## src/rtl/pic_rst_seq.sv

```systemverilog
// Clock-lock reset sequencer: qualifies a synchronised LOCKED, releases NCH reset domains in
// order, and generates a prescaled clock-enable once every domain is running.
module pic_rst_seq #(
    parameter int unsigned NCH       = 2,
    parameter int unsigned LOCK_CYC  = 16,
    parameter int unsigned STAGE_CYC = 8,
    parameter int unsigned CEN_DIV   = 4
) (
    input  logic           CLK,
    input  logic           RST,
    input  logic           LOCKED,
    input  logic           SWRST,
    output logic [NCH-1:0] RST_OUT,
    output logic           READY,
    output logic           CEN,
    output logic           LOCK_LOST,
    output logic [1:0]     STATE
);

    localparam int unsigned LW = (LOCK_CYC > 1) ? $clog2(LOCK_CYC) : 1;
    localparam int unsigned SW = (STAGE_CYC > 1) ? $clog2(STAGE_CYC) : 1;
    localparam int unsigned IW = (NCH > 1) ? $clog2(NCH) : 1;
    localparam int unsigned PW = (CEN_DIV > 1) ? $clog2(CEN_DIV) : 1;

    typedef enum logic [1:0] {
        StHold    = 2'd0,
        StRelease = 2'd1,
        StRun     = 2'd2
    } state_e;

    state_e         state_q, state_d;
    logic           lk_s1_q, lk_s_q;
    logic [LW-1:0]  lock_cnt_q, lock_cnt_d;
    logic [SW-1:0]  stage_cnt_q, stage_cnt_d;
    logic [IW-1:0]  idx_q, idx_d;
    logic [PW-1:0]  presc_q, presc_d;
    logic [NCH-1:0] rst_out_q, rst_out_d;
    logic           cen_q, cen_d;
    logic           lock_lost_q, lock_lost_d;
    logic           go_hold;

    always_ff @(posedge CLK or posedge RST) begin
        if (RST) begin
            lk_s1_q     <= 1'b0;
            lk_s_q      <= 1'b0;
            state_q     <= StHold;
            lock_cnt_q  <= '0;
            stage_cnt_q <= '0;
            idx_q       <= '0;
            presc_q     <= '0;
            rst_out_q   <= '1;
            cen_q       <= 1'b0;
            lock_lost_q <= 1'b0;
        end else begin
            lk_s1_q     <= LOCKED;
            lk_s_q      <= lk_s1_q;
            state_q     <= state_d;
            lock_cnt_q  <= lock_cnt_d;
            stage_cnt_q <= stage_cnt_d;
            idx_q       <= idx_d;
            presc_q     <= presc_d;
            rst_out_q   <= rst_out_d;
            cen_q       <= cen_d;
            lock_lost_q <= lock_lost_d;
        end
    end

    always_comb begin
        state_d     = state_q;
        lock_cnt_d  = lock_cnt_q;
        stage_cnt_d = stage_cnt_q;
        idx_d       = idx_q;
        presc_d     = presc_q;
        rst_out_d   = rst_out_q;
        cen_d       = 1'b0;
        lock_lost_d = lock_lost_q;
        go_hold     = 1'b0;

        if (SWRST && lk_s_q) begin
            lock_lost_d = 1'b0;
        end

        unique case (state_q)
            StHold: begin
                rst_out_d   = '1;
                stage_cnt_d = '0;
                idx_d       = '0;
                presc_d     = '0;
                if (SWRST || !lk_s_q) begin
                    lock_cnt_d = '0;
                end else if (lock_cnt_q == LW'(LOCK_CYC - 1)) begin
                    lock_cnt_d = '0;
                    state_d    = StRelease;
                end else begin
                    lock_cnt_d = lock_cnt_q + 1'b1;
                end
            end
            StRelease, StRun: begin
                // Lock loss outranks SWRST so a simultaneous request still flags the loss.
                if (!lk_s_q) begin
                    go_hold     = 1'b1;
                    lock_lost_d = 1'b1;
                end else if (SWRST) begin
                    go_hold = 1'b1;
                end else if (state_q == StRelease) begin
                    if (stage_cnt_q == SW'(STAGE_CYC - 1)) begin
                        stage_cnt_d = '0;
                        for (int i = 0; i < NCH; i++) begin
                            if (IW'(i) == idx_q) rst_out_d[i] = 1'b0;
                        end
                        if (idx_q == IW'(NCH - 1)) begin
                            idx_d   = '0;
                            state_d = StRun;
                        end else begin
                            idx_d = idx_q + 1'b1;
                        end
                    end else begin
                        stage_cnt_d = stage_cnt_q + 1'b1;
                    end
                end else begin
                    rst_out_d = '0;
                    if (presc_q == PW'(CEN_DIV - 1)) begin
                        presc_d = '0;
                        cen_d   = 1'b1;
                    end else begin
                        presc_d = presc_q + 1'b1;
                    end
                end
            end
            default: go_hold = 1'b1;
        endcase

        if (go_hold) begin
            state_d     = StHold;
            rst_out_d   = '1;
            lock_cnt_d  = '0;
            stage_cnt_d = '0;
            idx_d       = '0;
            presc_d     = '0;
            cen_d       = 1'b0;
        end
    end

    assign RST_OUT   = rst_out_q;
    assign READY     = (state_q == StRun);
    assign CEN       = cen_q;
    assign LOCK_LOST = lock_lost_q;
    assign STATE     = state_q;

endmodule
```

## config.mk

```make
export PLATFORM = sky130hd
export DESIGN_NAME = pic_rst_seq
export DESIGN_NICKNAME = d
export VERILOG_FILES = /design/src/rtl/pic_rst_seq.sv
export SDC_FILE = /design/constraint.sdc
export NUM_CORES = 1
export LEC_CHECK = 0
export ABC_AREA = 1
export ABC_CLOCK_PERIOD_IN_PS = 1600
export BUFFER_PORTS_ARGS = -buffer_cell sky130_fd_sc_hd__buf_2
export CORE_AREA = 2 2 55 57
export DETAILED_ROUTE_END_ITERATION = 8
export DIE_AREA = 0 0 57 59
export GPL_ROUTABILITY_DRIVEN = 1
export GPL_TIMING_DRIVEN = 0
export HOLD_SLACK_MARGIN = 0.06
export MAX_ROUTING_LAYER = met4
export SYNTH_ARGS = -nofsm -noshare
export SYNTH_HDL_FRONTEND = slang
export SYNTH_SLANG_ARGS = --single-unit
```

## constraint.sdc

```tcl
create_clock -name CLK -period 1.6 [get_ports CLK]
set_clock_uncertainty 0.05 [all_clocks]
set_input_delay 0.16 -clock CLK [delete_from_list [all_inputs] [get_ports CLK]]
set_output_delay 0.16 -clock CLK [all_outputs]
set_load 0.01 [all_outputs]
```

# Yosys cells after proc, flatten, opt, wreduce, memory -nomap -nowiden
# Index checks and enable logic that the tools add are counted.
[totals]
rom_bits = 0
mem_bits_rw = 0
in_bits = 4
wordCells = 96
latch_bits = 0
mem_count = 0
register_bits = 18
out_inout_bits = 7
[op_classes]
n_addsub = 4
n_bitwise = 0
n_mux = 52
shifts = 0
n_eq_ne = 16
multipliers = 0
n_div = 0
order_cmp = 0
reduce_logical = 13
[ops]
columns = ["operator", "count"]
rows = [
  ["two-way mux 2 bit", 18],
  ["!= test 3 bit, second input constant", 8],
  ["two-way mux 1 bit", 19],
  ["two-way mux 4 bit", 4],
  ["two-way mux 3 bit", 5],
  ["AND reduction 5 bit", 3],
  ["!= test 4 bit, second input constant", 3],
  ["one-hot mux 2 bit (2 select lines)", 3],
  ["AND reduction 4 bit", 2],
  ["AND reduction 8 bit", 1],
  ["one-hot mux 3 bit (2 select lines)", 1],
  ["adder 4 x 1 -> 4 bit, second input constant", 1],
  ["equality test 2 bit, second input constant", 2],
  ["equality test 4 bit, second input constant", 1],
  ["one-hot mux 1 bit (2 select lines)", 2],
  ["adder 3 x 1 -> 3 bit, second input constant", 1],
  ["equality test 3 bit, second input constant", 1],
  ["nonzero test 3 bit", 1],
  ["adder 2 x 1 -> 2 bit, second input constant", 1],
  ["equality test 2 x 1 -> 1 bit, second input constant", 1],
  ["logical NOT 2 bit", 1],
  ["nonzero test 2 bit", 1],
  ["OR reduction 2 bit", 1],
  ["adder 1 bit, second input constant", 1],
  ["3 further kinds", 3],
]

# Depth between registers and ports, before layout
# Gate-level depths: netlist of run 1.
[depth]
depth_word = 8
ltp_mapped = 11

# Worst setup path before layout of run 1
# No wires, ideal clock.
[synth_timing]
kind = "flip-flop to flip-flop"
startpoint = "register state_q[0] (netlist: STATE[0])"
endpoint = "register lock_cnt_q[2]"
setup_slack_ns = 0.031
setup_time_ns = 0.125
t_arrival_ns = 1.394
period_less_slack_ns = 1.569
required_time_ns = 1.425
path_stages_with_launch = 8
path_cell_list = "dfrtp_1 > inv_1 > ha_1 > nand3_2 > nor2_2 > inv_1 > a21oi_1 > a21oi_1"
[synth_between]
elab_chain_cells = 4
word_cells_on_any_way = 7
cone_classes = "eq/ne (2); mux (2); reduce/logical (3)"
[synth_rtl]
columns = ["element", "line_no", "rtl"]
rows = [
  ["start: declaration", "31", "state_e state_q, state_d;"],
  ["start signal: assignment", "46", "state_q <= StHold;"],
  ["start signal: assignment", "57", "state_q <= state_d;"],
  ["equality test 2 bit or equality test 2 x 1 -> 1 bit (tied branches)", "83", "unique case (state_q)"],
  ["OR reduction 2 bit", "83", ""],
  ["one-hot mux 1 bit (2 select lines)", "83", ""],
  ["two-way mux 4 bit or nonzero test 2 bit (tied branches)", "--", ""],
  ["end signal: assignment", "58", "lock_cnt_q <= lock_cnt_d;"],
  ["end: declaration", "33", "logic [LW-1:0] lock_cnt_q, lock_cnt_d;"],
]
# Several ways; a longest one is shown, not always the timed one.
# A chain may end at the register's enable or synchronous reset.

# Worst setup path after layout of run 1
[layout_timing]
startpoint = "register state_q[0] (netlist: STATE[0])"
endpoint = "register stage_cnt_q[0]"
[layout_between]
elab_chain_cells = 5
word_cells_on_any_way = 12
cone_classes = "eq/ne (5); mux (3); reduce/logical (4)"
[layout_rtl]
columns = ["element", "line_no", "rtl"]
rows = [
  ["equality test 2 bit or equality test 2 x 1 -> 1 bit (tied branches)", "83, 105", ""],
  ["OR reduction 2 bit", "83", ""],
  ["one-hot mux 1 bit (2 select lines)", "83", ""],
  ["!= test 3 bit (no line) or nonzero test 3 bit (tied branches)", "--", ""],
  ["AND reduction 4 bit (no line)", "--", ""],
  ["end signal: assignment", "59", "stage_cnt_q <= stage_cnt_d;"],
  ["end: declaration", "34", "logic [SW-1:0] stage_cnt_q, stage_cnt_d;"],
]
# Several ways; a longest one is shown, not always the timed one.

==> summary.txt, run 1 <==
Routing
  – Detail Route Antenna Nets: 0
  – DR vias: 780
  – Drt wl/cell: between 10 and 15 um
  – DR pass1 iterations: 4
  – DRT Wirelength: 1814 um
  – DR vias/cell: 4.671
  – Post-route DRC violation count: 0
  – DRT iter0 DRCs: 19

Clock network
  – CTS Buf Count: 3
  – CTS tree: built
  – Clock Sinks: 18
  – Root Driver: clkbuf_4
  – CTS H-tree lvls: 1
  – Clock transition at the registers of the reported paths: 0.11 ns
  – Worst-Skew Late Latency: 0.30 ns
  – Clock buffer depth: 2

Synth
  – Count leader, synth: nand2_1
  – Register area share after synthesis: 0.4788
  – Mapped Nets: roughly 130
  – Synth Cell Area: 945.9 um^2
  – Mean Syn Cell Area: 8.371 um^2
  – Largest area contributor in the netlist: dfrtp_1
  – Post-synth top flop: dfrtp_1
  – Post-Synthesis Cells: 113
  – Synth area leaders: dfrtp_1 42%, nand2_1 12%, ha_1 11%
  – Cell variety after synth: 18
  – Register bit total from synthesis: 18
  – Post-synthesis async set-or-reset flop share: 1.000
  – Share of the synthesized area in the top cell type: 0.4233
  – Synth top cells by count: 29 x nand2_1, 18 x inv_1, 16 x dfrtp_1, 10 x nand3_1, 9 x nor2_1
  – Yosys warnings: 0
  – Number of flops mapped to enable cells by yosys: 0

Worst setup path
  – Most frequent cell on the critical path: buf_6
  – Worst Path Required: 1.74 ns
  – Critical path endpoint category: register
  – R2R cell count: 7
  – Crit-path slowest cell: dfrtp_1
  – CP cell instances: buf_6 -> ha_2 -> buf_6 -> inv_1 -> nand4_1 -> buf_4 -> o21a_1
  – CP peak stage delay: roughly 0.4 ns
  – Worst setup SP type: register
  – Critical path peak fanout: 4
  – Worst EP arrival: around 1.7 ns
  – Worst Path Class, Setup: reg -> reg

GRT
  – Global-route wire length before repair: 3187 um
  – Vias in the first global route: 747
  – Met1 global-route usage: 0.1438
  – Initial antenna violation count: 0
  – Met2 Resource Use GR: 0.2217
  – GRT Resource Usage Total: 0.1277
  – Met3 GRT Util: 0.04803
  – Largest net degree at the start of global routing: 19
  – GRT overflow: 0
  – Gr busiest metal: met2

Floorplanning
  – Initial Utilization: 0.3490
  – Die ar.: between 0.003 and 0.004 mm^2
  – IO Count: 11
  – Die width: 57 um
  – Core ar.: roughly 0.0027 mm^2
  – Cell Rows: 19
  – Die H: 59 um

Layout
  – ANT cells: 0
  – Finished Layout Cells: 167
  – Multi-input logic area: about 470 um^2
  – Fillers: 267
  – Register area: between 400 and 500 um^2
  – Area delta synth->final: 27.65%
  – Share of layout cells above drive strength 1: 0.2647
  – Non-Filler Cell Area, Final: 0.001207 mm^2
  – Final core occ: 0.4455
  – # nets final: 149

STA
  – Setup violators final: 0
  – Min Tclk post-route: around 1.6 ns
  – Worst relative slew slack: 0.5556
  – RSZ-0062 raised after global routing: yes
  – Max-slew violations: 0
  – Final Hold Viols: 0
  – Worst Max-Slew Pin Slew: 0.6658 ns
  – Fmax: ~640 MHz
  – Tcrit/Tclk final: 0.9703
  – Setup_tns: 0 ns

Place
  – Placed Instances: 154
  – Post-DP Area: 0.001035 mm^2
  – GPL Wtd Cong: about 0.83
  – # port buffers: 10
  – Hpwl dp: about 1300 um

Pwr
  – Worst vdd ir: 0.0003969 V
  – Power Density: 649.4 mW/mm^2
  – Tot Pwr: about 0.78 mW
  – Leak: 0.6581 nW

Run
  – Max_cap viols: 0

Worst hold path
  – HP Class: in -> reg
  – Hold depth: 4

Run status
  – Status: complete, no violations
[worst max-delay path: cells and delay by family (launching register included)]
kind            cells  cell delay [ns]
simple gates        1             0.15
buf+inv             4             0.49
fa+ha+maj           1             0.17
compound gates      1             0.18
flops               1             0.40
[layout by cell type (no fill, tap or decap), drive strengths merged]
cell type	Yosys	final
nand4	1	1
dlygate4sd3	0	2
inv	18	18
nand3	11	11
clkbuf	0	4
dfrtp	16	16
o21a	1	1
buf	1	18
o211ai	2	2
ha	8	8
o21ai	7	7
nand3b	1	1
nand2	29	29
a21oi	4	4
o31ai	1	1
nor2	10	10
dfstp	2	2
o22ai	1	1
[area by class of cell]
class / instances / share of cell area
multi-input cells: 76 / 0.3927
well taps: 31 / 0.03212
plain buffers: 1 / 0.009326
inverters: 18 / 0.05596
repair buffers: 19 / 0.1047
flip-flops and latches: 18 / 0.3751
clock buffers: 4 / 0.03005
[through the flow]
| step | hold WS (ns) | setup slack, ns |
|---|---|---|
| 6_report | 0.2189 | 0.04757 |
| 5_1_grt | 0.2692 | -0.01765 |
| 4_1_cts | 0.2104 | 0.02290 |
| 2_1_floorplan | 0.04711 | 0.03136 |
| 3_3_place_gp | 0.2183 | -0.09564 |
| 3_5_place_dp | 0.2274 | -0.1336 |
[worst paths after layout]
path,startpoint,slack [ns],to
min,SWRST,0.22,LOCK_LOST
max reg2reg,STATE[0],0.05,stage_cnt_q[0]
min in group asynchronous,RST,0.42,lock_cnt_q[3]
max in group asynchronous,RST,0.63,STATE[1]
min reg2reg,lk_s1_q,0.32,lk_s_q
max,STATE[0],0.05,stage_cnt_q[0]
[power breakdown]
group	switching, mW	internal, mW
clock	0.147	0.139
sequential	0.00553	0.461
combinational	0.0203	0.0119
[cell families after synthesis]
family / after synthesis / share of synthesized area
compound gates: 16 / 0.09656
flops: 18 / 0.4788
simple gates: 52 / 0.2355
buf+inv: 19 / 0.08333
fa+ha+maj: 8 / 0.1058
[registers in the layout, summed over array words and instances, names as in the netlist]
| signal | count |
|---|---|
| presc_q | 2 |
| CEN | 1 |
| STATE | 2 |
| idx_q | 1 |
| RST_OUT | 2 |
| lk_s1_q | 1 |
| stage_cnt_q | 3 |
| lk_s_q | 1 |
| LOCK_LOST | 1 |
| lock_cnt_q | 4 |
[what timing repair did]
item,4_1_cts,5_1_grt
hold endpoints to repair,17,0
pin swaps,1,3
cloned,0,0
setup buffers,3,4
setup endpoints to repair,8,9
hold buffers,2,0
resized for setup,3,13
[layer usage]
layer  share of wire  wire length (um)
met5               0                 0
met1            0.45               819
met2            0.51               920
met4               0                 0
met3           0.041                74
Power figures use the tool's default switching activity.
==> inputs of run 2 (changes only) <==
--- a/config.mk
+++ b/config.mk
@@ -8,13 +8,14 @@
 export ABC_AREA = 1
 export ABC_CLOCK_PERIOD_IN_PS = 1600
 export BUFFER_PORTS_ARGS = -buffer_cell sky130_fd_sc_hd__buf_2
-export CORE_AREA = 2 2 55 57
+export CORE_AREA = 2 2 61 63
 export DETAILED_ROUTE_END_ITERATION = 8
-export DIE_AREA = 0 0 57 59
+export DIE_AREA = 0 0 63 65
 export GPL_ROUTABILITY_DRIVEN = 1
 export GPL_TIMING_DRIVEN = 0
 export HOLD_SLACK_MARGIN = 0.06
 export MAX_ROUTING_LAYER = met4
+export PLACE_DENSITY_LB_ADDON = 0.08
 export SYNTH_ARGS = -nofsm -noshare
 export SYNTH_HDL_FRONTEND = slang
 export SYNTH_SLANG_ARGS = --single-unit
==> summary.txt, run 2 (synthesized netlist as in run 1, its figures left out) <==
Worst setup path
  – Worst EP arrival: 1.69 ns (about the same)
  – R2R Setup Slk: 0.07 ns (was 0.05 ns)
  – Worst Path Required: 1.76 ns (was 1.74 ns)
  – Most frequent cell on the critical path: buf_6 (unchanged)
  – Origin of the critical flop-to-flop path: STATE[0] (unchanged)
  – Worst Path Class, Setup: reg -> reg (unchanged)
  – Bufs and invs on worst path: 3 (was 4)
  – Critical path endpoint category: register (unchanged)
  – Worst setup SP type: register (unchanged)
  – Crit-path slowest cell: dfrtp_1 (unchanged)
  – CP cell instances: buf_6 -> ha_4 -> buf_6 -> inv_1 -> nand4_1 -> nand2_2 -> nor2_4 -> nand3_1 -> nand2_1 (was buf_6 -> ha_2 -> buf_6 -> inv_1 -> nand4_1 -> buf_4 -> o21a_1)
  – CP peak stage delay: 0.42 ns (was 0.40 ns)
  – R2R cell count: 9 (was 7)
  – Crit path max-delay family: simple AND/OR/NAND/NOR gates (was buffers and inverters)
  – Critical path peak fanout: 5 (was 4)
  – Reg-to-reg endpoint: STATE[1] (was stage_cnt_q[0])

STA
  – Worst relative slew slack: 0.5314 (was 0.5556)
  – Fmax: 653.2 MHz (was 644.2 MHz)
  – Final Hold Viols: 0 (unchanged)
  – Tcrit/Tclk final: 0.9569 (was 0.9703)
  – Max-slew violations: 0 (unchanged)
  – Min Tclk post-route: 1.531 ns (was 1.552 ns)
  – Setup violators final: 0 (unchanged)
  – Worst Max-Slew Pin Slew: 0.7021 ns (was 0.6658 ns)

Routing
  – DR vias: 804 (was 780)
  – Post-route DRC violation count: 0 (unchanged)
  – DRT Wirelength: 1977 um (was 1814 um)
  – Drt wl/cell: 10.80 um (was 10.86 um)
  – DRT iter0 DRCs: 25 (was 19)
  – DR pass1 iterations: 4 (unchanged)
  – Detail Route Antenna Nets: 0 (unchanged)
  – DR vias/cell: 4.393 (was 4.671)

Clock network
  – Clock transition at the registers of the reported paths: 0.11 ns (about the same)
  – CTS H-tree lvls: 1 (unchanged)
  – Clock buffer depth: 2 (unchanged)
  – CTS tree: built (unchanged)
  – Root Driver: clkbuf_4 (unchanged)
  – CTS Buf Count: 3 (unchanged)
  – Clock Sinks: 18 (unchanged)
  – Worst-Skew Late Latency: 0.30 ns (about the same)

Floorplanning
  – Die ar.: 0.004095 mm^2 (was 0.003363 mm^2)
  – Initial Utilization: 0.2706 (was 0.3490)
  – Die H: 65 um (was 59 um)
  – IO Count: 11 (unchanged)
  – Die width: 63 um (was 57 um)
  – Core ar.: 0.003496 mm^2 (was 0.002710 mm^2)
  – Cell Rows: 22 (was 19)

Layout
  – Share of layout cells above drive strength 1: 0.2889 (was 0.2647)
  – Area delta synth->final: 31.88% (was 27.65%)
  – Final core occ: 0.3568 (was 0.4455)
  – Commonest non-fill, non-tap cell in the layout: nand2_1 (unchanged)
  – Largest register FFs: 4 (unchanged)
  – Non-Filler Cell Area, Final: 0.001247 mm^2 (was 0.001207 mm^2)
  – # nets final: 148 (was 149)
  – Top flop regs: lock_cnt_q (4), stage_cnt_q (3) (unchanged)
  – ANT cells: 0 (unchanged)
  – Most frequent cells in the layout: 26 x nand2_1, 16 x dfrtp_1, 15 x inv_1 (was 27 x nand2_1, 17 x inv_1, 16 x dfrtp_1)
  – Reg with most FFs: lock_cnt_q (unchanged)

Run status
  – Status: complete, no violations (unchanged)

Worst hold path
  – Hold path endpoint: stage_cnt_q[0] (was LOCK_LOST)
  – Hold depth: 5 (was 4)
  – HP Class: in -> reg (unchanged)
  – Worst Hold Launch: SWRST (unchanged)

GRT
  – Global-route wire length before repair: 3318 um (was 3187 um)
  – GRT overflow: 0 (unchanged)
  – Largest net degree at the start of global routing: 19 (unchanged)
  – GRT Resource Usage Total: 0.1085 (was 0.1277)
  – Initial antenna violation count: 0 (unchanged)
  – Vias in the first global route: 770 (was 747)

Pwr
  – Power Density: 634.9 mW/mm^2 (was 649.4 mW/mm^2)
  – Leak: 0.6603 nW (was 0.6581 nW)
  – Worst vdd ir: 0.0002744 V (was 0.0003969 V)

Place
  – # port buffers: 10 (unchanged)
  – Post-DP Area: 0.001056 mm^2 (was 0.001035 mm^2)
  – Hpwl dp: 1395 um (was 1321 um)
  – GPL Wtd Cong: 0.7976 (was 0.8302)

Run
  – Max_cap viols: 0 (unchanged)
[run 2: report_power, final]
part           switching [mW]  internal, mW
Combinational          0.0212        0.0118
Clock                   0.153         0.139
Sequential            0.00566         0.461
[run 2: tightest hold or removal path: stages]
cell and delay [ns]:
buf_2 0.09, nor2_1 0.06, nand2_2 0.08, o21ai_1 0.06
o21a_1 0.09
[run 2: final cells by class]
class	count	area, um^2
Clock buffer	4	36.28
Fill cell	390	2248
Buffer	1	11.26
Sequential cell	18	452.9
Multi-Input combinational cell	76	496.7
Tap cell	48	60.06
Timing Repair Buffer	18	122.6
Inverter	18	67.56
[run 2: worst max path at each step]
| stage | from | end | depth (start not counted) |
|---|---|---|---|
| final | STATE[0] | STATE[1] | 9 |
| after global routing | STATE[0] | lock_cnt_q[2] | 7 |
| after CTS | STATE[0] | lock_cnt_q[2] | 7 |
| after detailed placement | STATE[0] | lock_cnt_q[2] | 7 |
| after global placement | STATE[0] | lock_cnt_q[2] | 7 |
| after floorplan | STATE[0] | lock_cnt_q[2] | 7 |
[run 2: stage by stage]
step	setup TNS, ns	power [mW]	instances	setup slack (ns)	hold slack (ns)
floorplan	0	0.4920	113	0.03136	0.04711
global placement	-0.7277	0.5031	171	-0.1318	0.2203
detailed placement	-0.7886	0.5042	171	-0.1582	0.2325
CTS	0	0.7984	180	0.008520	0.2454
global route	-0.009046	0.8217	183	-0.004895	0.2518
finish	0	0.7921	183	0.06902	0.2195
[run 2: layer usage]
metal | vias up | wire, um | global-route usage
met1 | 387 | 874 | 0.1120
li1 | 409 | - | -
met4 | 0 | 30 | 0.05833
met5 | - | 0 | -
met2 | 4 | 1027 | 0.1915
met3 | 4 | 45 | 0.02604
[run 2: repair_timing]
item,4_1_cts,5_1_grt
hold buffers,2,0
resized for setup,5,19
endpoints found under the hold margin,17,0
pin swaps,1,1
cloned,0,0
endpoints found under the setup margin,12,10
setup buffers,3,3
